$ cat src/rtl/alu_reservation_station_pkg.sv
// Shared constants, op classes and storage types for the ALU reservation station.
package alu_reservation_station_pkg;

  localparam int RS_SIZE = 8;
  localparam int RS_BIT  = 3;
  localparam int ROB_BIT = 4;

  // Major opcode classes handled by this station (RV32I opcode field).
  localparam logic [6:0] R_TYPE    = 7'b0110011;
  localparam logic [6:0] I_TYPE    = 7'b0010011;
  localparam logic [6:0] B_TYPE    = 7'b1100011;
  localparam logic [6:0] JALR_TYPE = 7'b1100111;
  localparam logic [6:0] LUI_TYPE  = 7'b0110111;
  localparam logic [6:0] AUIPC_TYPE = 7'b0010111;

  // One waiting instruction. Busy lives in a separate vector.
  typedef struct packed {
    logic [6:0]         op_type;
    logic [6:0]         op;
    logic [ROB_BIT-1:0] rob;
    logic [31:0]        pc;
    logic [31:0]        imm;
    logic [31:0]        vj;
    logic               qj_busy;
    logic [ROB_BIT-1:0] qj;
    logic [31:0]        vk;
    logic               qk_busy;
    logic [ROB_BIT-1:0] qk;
  } rs_entry_t;

  // Registered dispatch payload towards the ALU.
  typedef struct packed {
    logic [6:0]         op_type;
    logic [6:0]         op;
    logic [31:0]        a;
    logic [31:0]        b;
    logic [31:0]        imm;
    logic [31:0]        pc;
    logic [ROB_BIT-1:0] rob;
  } alu_out_t;

  // True when a valid broadcast carries the tag an operand is waiting for.
  function automatic logic tag_hit(input logic valid, input logic [ROB_BIT-1:0] bus_tag,
                                   input logic [ROB_BIT-1:0] want_tag);
    return valid && (bus_tag == want_tag);
  endfunction

endpackage

$ cat src/rtl/alu_reservation_station_if.sv
// Issue, CDB and ALU-dispatch signal bundle around the reservation station.
//
// Handshake semantics: issue_valid is a one-cycle request that is consumed on
// the same edge it is sampled; there is no ready, so the issuer must check
// rs_full (combinational, from registered state) before raising issue_valid.
// cdb_*_valid and alu_valid are pure one-cycle broadcasts with no back-pressure.
interface alu_reservation_station_if;
  import alu_reservation_station_pkg::*;

  logic               issue_valid;
  logic [6:0]         issue_op_type;
  logic [6:0]         issue_op;
  logic [ROB_BIT-1:0] issue_rob_entry;
  logic [31:0]        issue_pc;
  logic [31:0]        issue_imm;
  logic [31:0]        issue_vj;
  logic               issue_qj_busy;
  logic [ROB_BIT-1:0] issue_qj;
  logic [31:0]        issue_vk;
  logic               issue_qk_busy;
  logic [ROB_BIT-1:0] issue_qk;

  logic               cdb_alu_valid;
  logic [ROB_BIT-1:0] cdb_alu_entry;
  logic [31:0]        cdb_alu_value;
  logic               cdb_lsb_valid;
  logic [ROB_BIT-1:0] cdb_lsb_entry;
  logic [31:0]        cdb_lsb_value;

  logic               rs_full;
  logic               alu_valid;
  logic [6:0]         alu_op_type;
  logic [6:0]         alu_op;
  logic [31:0]        alu_a;
  logic [31:0]        alu_b;
  logic [31:0]        alu_imm;
  logic [31:0]        alu_pc;
  logic [ROB_BIT-1:0] alu_rob_entry;

  // Issue/CDB side: drives requests and broadcasts, observes station outputs.
  modport master (
    output issue_valid, issue_op_type, issue_op, issue_rob_entry, issue_pc, issue_imm,
           issue_vj, issue_qj_busy, issue_qj, issue_vk, issue_qk_busy, issue_qk,
           cdb_alu_valid, cdb_alu_entry, cdb_alu_value,
           cdb_lsb_valid, cdb_lsb_entry, cdb_lsb_value,
    input  rs_full, alu_valid, alu_op_type, alu_op, alu_a, alu_b, alu_imm, alu_pc,
           alu_rob_entry
  );

  // Station side.
  modport slave (
    input  issue_valid, issue_op_type, issue_op, issue_rob_entry, issue_pc, issue_imm,
           issue_vj, issue_qj_busy, issue_qj, issue_vk, issue_qk_busy, issue_qk,
           cdb_alu_valid, cdb_alu_entry, cdb_alu_value,
           cdb_lsb_valid, cdb_lsb_entry, cdb_lsb_value,
    output rs_full, alu_valid, alu_op_type, alu_op, alu_a, alu_b, alu_imm, alu_pc,
           alu_rob_entry
  );

endinterface

$ cat src/rtl/alu_reservation_station_rs_priority_enc.sv
// Lowest-set-bit finder: index of the lowest asserted bit plus a found flag.
module rs_priority_enc #(
  parameter int N = 8,
  parameter int W = 3
) (
  input  logic [N-1:0] vec_i,
  output logic [W-1:0] idx_o,
  output logic         found_o
);

  // Scan from the top down so the lowest set bit is the last one written.
  always_comb begin
    idx_o   = '0;
    found_o = 1'b0;
    for (int i = N - 1; i >= 0; i--) begin
      if (vec_i[i]) begin
        idx_o   = W'(i);
        found_o = 1'b1;
      end
    end
  end

endmodule

$ cat src/rtl/alu_reservation_station.sv
// Reservation station for ALU/branch/JALR ops: holds instructions until both
// operands arrive via the CDBs, then dispatches the lowest ready entry.
module alu_reservation_station
  import alu_reservation_station_pkg::*;
(
  input  logic                      clk_in,
  input  logic                      rst_in,
  input  logic                      rdy_in,
  input  logic                      clear,
  alu_reservation_station_if.slave  bus,
  output logic [RS_SIZE-1:0]        dbg_busy_o
);

  logic [RS_SIZE-1:0]               busy_q, busy_d;
  rs_entry_t [RS_SIZE-1:0]          ent_q, ent_d;
  alu_out_t                         alu_q, alu_d;
  logic                             alu_valid_q, alu_valid_d;

  logic [RS_SIZE-1:0]               free_vec, ready_vec;
  logic [RS_BIT-1:0]                free_idx, rdy_idx;
  logic                             free_found, rdy_found;
  rs_entry_t                        new_ent;

  // Free/ready vectors come from registered state only, so a slot freed by
  // dispatch this cycle is not reusable until the next one.
  always_comb begin
    free_vec  = ~busy_q;
    ready_vec = '0;
    for (int i = 0; i < RS_SIZE; i++) begin
      ready_vec[i] = busy_q[i] && !ent_q[i].qj_busy && !ent_q[i].qk_busy;
    end
  end

  rs_priority_enc #(.N(RS_SIZE), .W(RS_BIT)) u_free_enc (
    .vec_i   (free_vec),
    .idx_o   (free_idx),
    .found_o (free_found)
  );

  rs_priority_enc #(.N(RS_SIZE), .W(RS_BIT)) u_ready_enc (
    .vec_i   (ready_vec),
    .idx_o   (rdy_idx),
    .found_o (rdy_found)
  );

  // Build the incoming entry, forwarding a same-cycle CDB value into a waiting operand.
  always_comb begin
    new_ent.op_type = bus.issue_op_type;
    new_ent.op      = bus.issue_op;
    new_ent.rob     = bus.issue_rob_entry;
    new_ent.pc      = bus.issue_pc;
    new_ent.imm     = bus.issue_imm;
    new_ent.vj      = bus.issue_vj;
    new_ent.qj_busy = bus.issue_qj_busy;
    new_ent.qj      = bus.issue_qj;
    new_ent.vk      = bus.issue_vk;
    new_ent.qk_busy = bus.issue_qk_busy;
    new_ent.qk      = bus.issue_qk;
    if (bus.issue_qj_busy) begin
      if (tag_hit(bus.cdb_alu_valid, bus.cdb_alu_entry, bus.issue_qj)) begin
        new_ent.vj      = bus.cdb_alu_value;
        new_ent.qj_busy = 1'b0;
      end else if (tag_hit(bus.cdb_lsb_valid, bus.cdb_lsb_entry, bus.issue_qj)) begin
        new_ent.vj      = bus.cdb_lsb_value;
        new_ent.qj_busy = 1'b0;
      end
    end
    if (bus.issue_qk_busy) begin
      if (tag_hit(bus.cdb_alu_valid, bus.cdb_alu_entry, bus.issue_qk)) begin
        new_ent.vk      = bus.cdb_alu_value;
        new_ent.qk_busy = 1'b0;
      end else if (tag_hit(bus.cdb_lsb_valid, bus.cdb_lsb_entry, bus.issue_qk)) begin
        new_ent.vk      = bus.cdb_lsb_value;
        new_ent.qk_busy = 1'b0;
      end
    end
  end

  // Next state: freeze on !rdy_in, flush on clear, else snoop/dispatch/issue.
  always_comb begin
    busy_d      = busy_q;
    ent_d       = ent_q;
    alu_d       = alu_q;
    alu_valid_d = alu_valid_q;
    if (rdy_in) begin
      if (clear) begin
        busy_d      = '0;
        alu_valid_d = 1'b0;
      end else begin
        // Wakeup: each waiting operand captures a matching broadcast.
        for (int i = 0; i < RS_SIZE; i++) begin
          if (busy_q[i] && ent_q[i].qj_busy) begin
            if (tag_hit(bus.cdb_alu_valid, bus.cdb_alu_entry, ent_q[i].qj)) begin
              ent_d[i].vj      = bus.cdb_alu_value;
              ent_d[i].qj_busy = 1'b0;
            end else if (tag_hit(bus.cdb_lsb_valid, bus.cdb_lsb_entry, ent_q[i].qj)) begin
              ent_d[i].vj      = bus.cdb_lsb_value;
              ent_d[i].qj_busy = 1'b0;
            end
          end
          if (busy_q[i] && ent_q[i].qk_busy) begin
            if (tag_hit(bus.cdb_alu_valid, bus.cdb_alu_entry, ent_q[i].qk)) begin
              ent_d[i].vk      = bus.cdb_alu_value;
              ent_d[i].qk_busy = 1'b0;
            end else if (tag_hit(bus.cdb_lsb_valid, bus.cdb_lsb_entry, ent_q[i].qk)) begin
              ent_d[i].vk      = bus.cdb_lsb_value;
              ent_d[i].qk_busy = 1'b0;
            end
          end
        end
        // Dispatch: data outputs hold their last values when nothing is ready.
        alu_valid_d = rdy_found;
        if (rdy_found) begin
          alu_d.op_type   = ent_q[rdy_idx].op_type;
          alu_d.op        = ent_q[rdy_idx].op;
          alu_d.a         = ent_q[rdy_idx].vj;
          alu_d.b         = ent_q[rdy_idx].vk;
          alu_d.imm       = ent_q[rdy_idx].imm;
          alu_d.pc        = ent_q[rdy_idx].pc;
          alu_d.rob       = ent_q[rdy_idx].rob;
          busy_d[rdy_idx] = 1'b0;
        end
        // Issue into the lowest free slot; dropped when the station is full.
        if (bus.issue_valid && free_found) begin
          busy_d[free_idx] = 1'b1;
          ent_d[free_idx]  = new_ent;
        end
      end
    end
  end

  // State registers with asynchronous reset.
  always_ff @(posedge clk_in or posedge rst_in) begin
    if (rst_in) begin
      busy_q      <= '0;
      ent_q       <= '0;
      alu_q       <= '0;
      alu_valid_q <= 1'b0;
    end else begin
      busy_q      <= busy_d;
      ent_q       <= ent_d;
      alu_q       <= alu_d;
      alu_valid_q <= alu_valid_d;
    end
  end

  assign bus.rs_full       = &busy_q;
  assign bus.alu_valid     = alu_valid_q;
  assign bus.alu_op_type   = alu_q.op_type;
  assign bus.alu_op        = alu_q.op;
  assign bus.alu_a         = alu_q.a;
  assign bus.alu_b         = alu_q.b;
  assign bus.alu_imm       = alu_q.imm;
  assign bus.alu_pc        = alu_q.pc;
  assign bus.alu_rob_entry = alu_q.rob;
  assign dbg_busy_o        = busy_q;

  // The issuer must never present an instruction while the station is full.
  issue_when_full_a: assert property (@(posedge clk_in) disable iff (rst_in)
    (rdy_in && !clear && bus.issue_valid) |-> !bus.rs_full);

endmodule

$ cat src/flat_wrapper.sv
// flat-port wrapper written by rule: the top's interface ports become plain ports
module alu_reservation_station_flat import alu_reservation_station_pkg::*;
  (clk_in, rst_in, rdy_in, clear, dbg_busy_o, bus_issue_valid, bus_issue_op_type, bus_issue_op, bus_issue_rob_entry, bus_issue_pc, bus_issue_imm, bus_issue_vj, bus_issue_qj_busy, bus_issue_qj, bus_issue_vk, bus_issue_qk_busy, bus_issue_qk, bus_cdb_alu_valid, bus_cdb_alu_entry, bus_cdb_alu_value, bus_cdb_lsb_valid, bus_cdb_lsb_entry, bus_cdb_lsb_value, bus_rs_full, bus_alu_valid, bus_alu_op_type, bus_alu_op, bus_alu_a, bus_alu_b, bus_alu_imm, bus_alu_pc, bus_alu_rob_entry);
  alu_reservation_station_if bus_i ();
  input  logic clk_in;
  input  logic rst_in;
  input  logic rdy_in;
  input  logic clear;
  output logic [RS_SIZE-1:0] dbg_busy_o;
  input wire logic [$bits(bus_i.issue_valid)-1:0] bus_issue_valid;
  input wire logic [$bits(bus_i.issue_op_type)-1:0] bus_issue_op_type;
  input wire logic [$bits(bus_i.issue_op)-1:0] bus_issue_op;
  input wire logic [$bits(bus_i.issue_rob_entry)-1:0] bus_issue_rob_entry;
  input wire logic [$bits(bus_i.issue_pc)-1:0] bus_issue_pc;
  input wire logic [$bits(bus_i.issue_imm)-1:0] bus_issue_imm;
  input wire logic [$bits(bus_i.issue_vj)-1:0] bus_issue_vj;
  input wire logic [$bits(bus_i.issue_qj_busy)-1:0] bus_issue_qj_busy;
  input wire logic [$bits(bus_i.issue_qj)-1:0] bus_issue_qj;
  input wire logic [$bits(bus_i.issue_vk)-1:0] bus_issue_vk;
  input wire logic [$bits(bus_i.issue_qk_busy)-1:0] bus_issue_qk_busy;
  input wire logic [$bits(bus_i.issue_qk)-1:0] bus_issue_qk;
  input wire logic [$bits(bus_i.cdb_alu_valid)-1:0] bus_cdb_alu_valid;
  input wire logic [$bits(bus_i.cdb_alu_entry)-1:0] bus_cdb_alu_entry;
  input wire logic [$bits(bus_i.cdb_alu_value)-1:0] bus_cdb_alu_value;
  input wire logic [$bits(bus_i.cdb_lsb_valid)-1:0] bus_cdb_lsb_valid;
  input wire logic [$bits(bus_i.cdb_lsb_entry)-1:0] bus_cdb_lsb_entry;
  input wire logic [$bits(bus_i.cdb_lsb_value)-1:0] bus_cdb_lsb_value;
  output wire logic [$bits(bus_i.rs_full)-1:0] bus_rs_full;
  output wire logic [$bits(bus_i.alu_valid)-1:0] bus_alu_valid;
  output wire logic [$bits(bus_i.alu_op_type)-1:0] bus_alu_op_type;
  output wire logic [$bits(bus_i.alu_op)-1:0] bus_alu_op;
  output wire logic [$bits(bus_i.alu_a)-1:0] bus_alu_a;
  output wire logic [$bits(bus_i.alu_b)-1:0] bus_alu_b;
  output wire logic [$bits(bus_i.alu_imm)-1:0] bus_alu_imm;
  output wire logic [$bits(bus_i.alu_pc)-1:0] bus_alu_pc;
  output wire logic [$bits(bus_i.alu_rob_entry)-1:0] bus_alu_rob_entry;
  assign bus_i.issue_valid = bus_issue_valid;
  assign bus_i.issue_op_type = bus_issue_op_type;
  assign bus_i.issue_op = bus_issue_op;
  assign bus_i.issue_rob_entry = bus_issue_rob_entry;
  assign bus_i.issue_pc = bus_issue_pc;
  assign bus_i.issue_imm = bus_issue_imm;
  assign bus_i.issue_vj = bus_issue_vj;
  assign bus_i.issue_qj_busy = bus_issue_qj_busy;
  assign bus_i.issue_qj = bus_issue_qj;
  assign bus_i.issue_vk = bus_issue_vk;
  assign bus_i.issue_qk_busy = bus_issue_qk_busy;
  assign bus_i.issue_qk = bus_issue_qk;
  assign bus_i.cdb_alu_valid = bus_cdb_alu_valid;
  assign bus_i.cdb_alu_entry = bus_cdb_alu_entry;
  assign bus_i.cdb_alu_value = bus_cdb_alu_value;
  assign bus_i.cdb_lsb_valid = bus_cdb_lsb_valid;
  assign bus_i.cdb_lsb_entry = bus_cdb_lsb_entry;
  assign bus_i.cdb_lsb_value = bus_cdb_lsb_value;
  assign bus_rs_full = bus_i.rs_full;
  assign bus_alu_valid = bus_i.alu_valid;
  assign bus_alu_op_type = bus_i.alu_op_type;
  assign bus_alu_op = bus_i.alu_op;
  assign bus_alu_a = bus_i.alu_a;
  assign bus_alu_b = bus_i.alu_b;
  assign bus_alu_imm = bus_i.alu_imm;
  assign bus_alu_pc = bus_i.alu_pc;
  assign bus_alu_rob_entry = bus_i.alu_rob_entry;
  alu_reservation_station u_core (.clk_in(clk_in), .rst_in(rst_in), .rdy_in(rdy_in), .clear(clear), .bus(bus_i), .dbg_busy_o(dbg_busy_o));
endmodule
$ cat config.mk
export PLATFORM = sky130hd
export DESIGN_NAME = alu_reservation_station_flat
export DESIGN_NICKNAME = d
export VERILOG_FILES = /design/src/rtl/alu_reservation_station_pkg.sv /design/src/rtl/alu_reservation_station_if.sv /design/src/rtl/alu_reservation_station_rs_priority_enc.sv /design/src/rtl/alu_reservation_station.sv /design/src/flat_wrapper.sv
export SDC_FILE = /design/constraint.sdc
export NUM_CORES = 2
export LEC_CHECK = 0
export BUFFER_PORTS_ARGS = -buffer_cell sky130_fd_sc_hd__buf_2
export CORE_MARGIN = 1
export CORE_UTILIZATION = 35
export CTS_CLUSTER_DIAMETER = 40
export CTS_CLUSTER_SIZE = 20
export DETAILED_ROUTE_END_ITERATION = 7
export GPL_ROUTABILITY_DRIVEN = 0
export PLACE_DENSITY = 0.56
export SLEW_MARGIN = 20
export SYNTH_ARGS = -nofsm -noshare
export SYNTH_HDL_FRONTEND = slang
export SYNTH_SLANG_ARGS = --single-unit
$ cat constraint.sdc
create_clock -name clk_in -period 79.2 [get_ports clk_in]
set_input_delay 11.88 -clock clk_in [delete_from_list [all_inputs] [get_ports clk_in]]
set_output_delay 11.88 -clock clk_in [all_outputs]
set_load 0.02 [all_outputs]
==> results.txt <==
The number of antenna violations at the first check in global routing is 80. In this run the deepest clock path goes through 3 buffers. Setup repair after global routing left no endpoint under its margin. Global routing used 30.11% of the available tracks. The run gives 4 as the H-tree depth reported by CTS. In the final timing run, aggregate negative setup slack is 0 ps.

The number of nets in the synthesized netlist is 7965. Buffers inserted during clock tree synthesis total 230. The run gives 154 as the maximum number of pins on one net before global-route repair. After floorplanning, the core was divided into 167 placement rows.

Final core area utilization: 41.02%. TritonCTS built the clock tree. Uppermost metal layer occupied by signal nets: met5. Smallest setup slack after layout: 63950 ps.

In this run the power density over the cells is 27.74 nW/um^2. Leaving out fill and tap cells, the most frequent cells in the layout are nand2_1, dfrtp_1, buf_2. The tools report the wire length of the first global-routing pass as 471000 um. Of the available clock period, the critical path in the final layout requires 19.26%. The count of clock tree sinks is 1403. Across the run, the number of max-cap violations was 0. The fraction of registers with async set/reset was 100.0%; the count of final setup violators was 0. The average vias per placed instance is 6.405, and the die extent in y is 458.8 um. The overall die width was 458.8 um; the flip-flop and latch count after synthesis was 1403. For the worst-skew pair, the clock arrives at the later sink with an insertion delay of 900 ps. The via count of the first global-routing pass came out at 67340.

The worst setup path is captured at a register. After the last flow step, the layout net total stands at 7876. The flow ran to the end, but the final reports show violations. The warning count from the yosys run is 0, and the synthesis-to-finish area growth is 16.42%. After the first detailed-routing iteration, the DRC count stood at 9839. The arrival time reported for the critical path endpoint was 16020 ps. The startpoint of the most critical register-to-register path was u_core.dbg_busy_o[1]. In this run the worst path has a maximum fanout of 65.

The internal portion of the total power is 1.633 mW. The number of enable-type register cells in the synthesized netlist works out to 0. The clock network burns 44.9% of the power. The worst setup path is of the input port to register kind. For this configuration, the core starts out at a cell density of 35.23%. The total DRC errors in the routed layout is 31, and the combinational fraction of design power is 17.1%. Data on the critical path is required at its endpoint by 79970 ps. Headroom to the max-slew limit came out at -8.690%. The quantity of I/O buffers inserted on ports was 390. The most used flip-flop cell after synthesis is dfrtp_1.

Post-CTS timing repair inserted 0 buffers for setup. The placement-stage worst setup slack is 63140 ps, and the hold buffer count at CTS is 0. The iteration count of the initial detailed-routing pass is 8, and the maximum frequency from static timing analysis is 65.55 MHz. After clock tree synthesis, the repair step resized 0 gates. STA classifies the critical path startpoint as an input port.

Net switching is 30.78% of the power. The tools report the number of antenna-violating nets in the routed design as 0. The routed layout has 68280 vias. The tools report the first element of the critical path as rdy_in. 391 I/O pins were placed. Across the routed clock network, the largest skew measured is 54.06 ps. The core region is 207300 um^2. The detailed router put a total of 124300 um of wire on met1. Leakage power summed over all cells: 37.65 nW. Cells with a size suffix above 1 make up 18.81% of the layout. The post-synthesis average cell area was 9.447 um^2; the synthesized instance count was 7730. The total congestion overflow came out at 0. Sequential cells account for 38.0% of the total power.

The tools report the die area as 210500 um^2. The final number of max-transition violations was 52; the amount of wire on met2 after detailed routing was 143600 um. The number of placed instances, taps included, is 10190. Total power for the finished layout comes to 2.358 mW.

Sequential cells were found to cover 48.08% of the synthesized design area. The routed design has 326500 um of wire. Across the VDD grid, the largest voltage drop is 0.00002800 V. At the pin with the least slew margin, the transition time is 1630 ps. The final hold violation count came out at 0.

After detailed routing, the met3 layer carries 38800 um of wire. The count of fill cells added during filler insertion was 20210; the cell area after synthesis was 73030 um^2. Clock-pin slew was measured on the worst setup and hold paths at 50 ps. The clock root buffer is clkbuf_16. In this run the power spent charging and discharging nets is 725.8 uW. Most common cell after layout, fill and taps aside: nand2_1. The startpoint identified for the worst hold timing path is u_core.ent_q[921]. The tools report the non-filler instance count after layout as 10660. Average wire per standard cell: 30.63 um. The final reports fail on design-rule violations, max-slew violations. In this run the worst hold path is classified as register to register.

The HPWL after detailed placement was 175700 um. The netlist uses 75 different library cells. The final critical delay including setup and external delays came out at 15250 ps.
-- registers in the layout, summed over array words and instances (netlist names), 4 cells and up --
signal	flops
u_core.bus.alu_a	32
u_core.bus.alu_b	32
u_core.bus.alu_imm	32
u_core.bus.alu_op	7
u_core.bus.alu_op_type	7
u_core.bus.alu_pc	32
u_core.bus.alu_rob_entry	4
u_core.dbg_busy_o	8
u_core.ent_q	1248
-- routing by layer --
| layer | GRT usage [%] | vias up |
|---|---|---|
| met2 | 45.77 | 4745 |
| li1 | - | 28190 |
| met1 | 37.98 | 34120 |
| met4 | 16.94 | 70 |
| met3 | 9.089 | 1159 |
| met5 | 0.06889 | - |
-- through the flow --
stage	cell area, um^2	hold slack [ps]
after floorplan	73030	438.4
after global placement	76740	448.4
after detailed placement	76740	455.4
after CTS	84880	466.2
after global routing	84980	483.5
final	85020	463.3
-- critical path, cell delays in order --
cell	delay, ps
buf_2	170
nor2b_2	160
buf_4	360
nand4_1	510
nor2_4	840
buf_4	670
buf_4	850
nor3b_1	130
a221o_1	310
-- cells by family after synthesis --
logic type / count (synthesis) / synth area share (%)
simple gates: 2900 / 16.90
compound gates: 1764 / 19.85
flops: 1403 / 48.08
buf+inv: 961 / 5.241
mux: 586 / 8.549
xor+xnor: 116 / 1.391
-- power by group through the flow --
stage,Clock [mW],Sequential [mW],Combinational [mW]
after global routing,1.10,0.904,0.434
after detailed placement,0,0.903,0.399
final,1.06,0.896,0.403
after global placement,0,0.901,0.393
after CTS,1.07,0.893,0.400
after floorplan,0,0.919,0.221
-- worst paths after layout --
path / to / slack (ps) / cells past startpoint
max: u_core.ent_q[340] / 63950 / 9
min: u_core.ent_q[921] / 460 / 2
max reg2reg: u_core.bus.alu_b[13] / 73660 / 8
min reg2reg: u_core.ent_q[921] / 460 / 2
max in group asynchronous: u_core.ent_q[934] / 64960 / 5
min in group asynchronous: u_core.ent_q[327] / 11030 / 2
-- area by class of cell --
class	instances	area, um^2	share of cell area [%]
Clock inverter	145	1834	2.158
Multi-Input combinational cell	5366	34620	40.72
Antenna cell	30	75.07	0.08830
Tap cell	2788	3488	4.103
Inverter	106	405.4	0.4768
Timing Repair Buffer	534	3187	3.748
Sequential cell	1403	35110	41.30
Clock buffer	288	6296	7.406
-- cell usage after synthesis (76+ instances only) --
library cell     n  area, um^2
nand3_1        357        1787
a32o_1          78       780.8
o22ai_1         79       494.2
o221a_2         93        1047
mux2i_1        284        2843
o21ai_0        124       620.6
a22oi_1         78       585.6
a21oi_1        249        1246
nor2_1         101       379.1
a222oi_1       143        1431
dfrtp_1       1403       35110
clkbuf_1       668        2507
nand2_1       2063        7744
nor3_1         109       545.5
a221oi_1       266        2330
inv_1          104       390.4
buf_2          127       635.6
o221ai_1       192        1682
mux2_2         302        3401
a221o_1        156        1562
o211ai_1        92       690.7
and3_1          76       475.5
No activity file was read; power rests on OpenSTA's default activity.
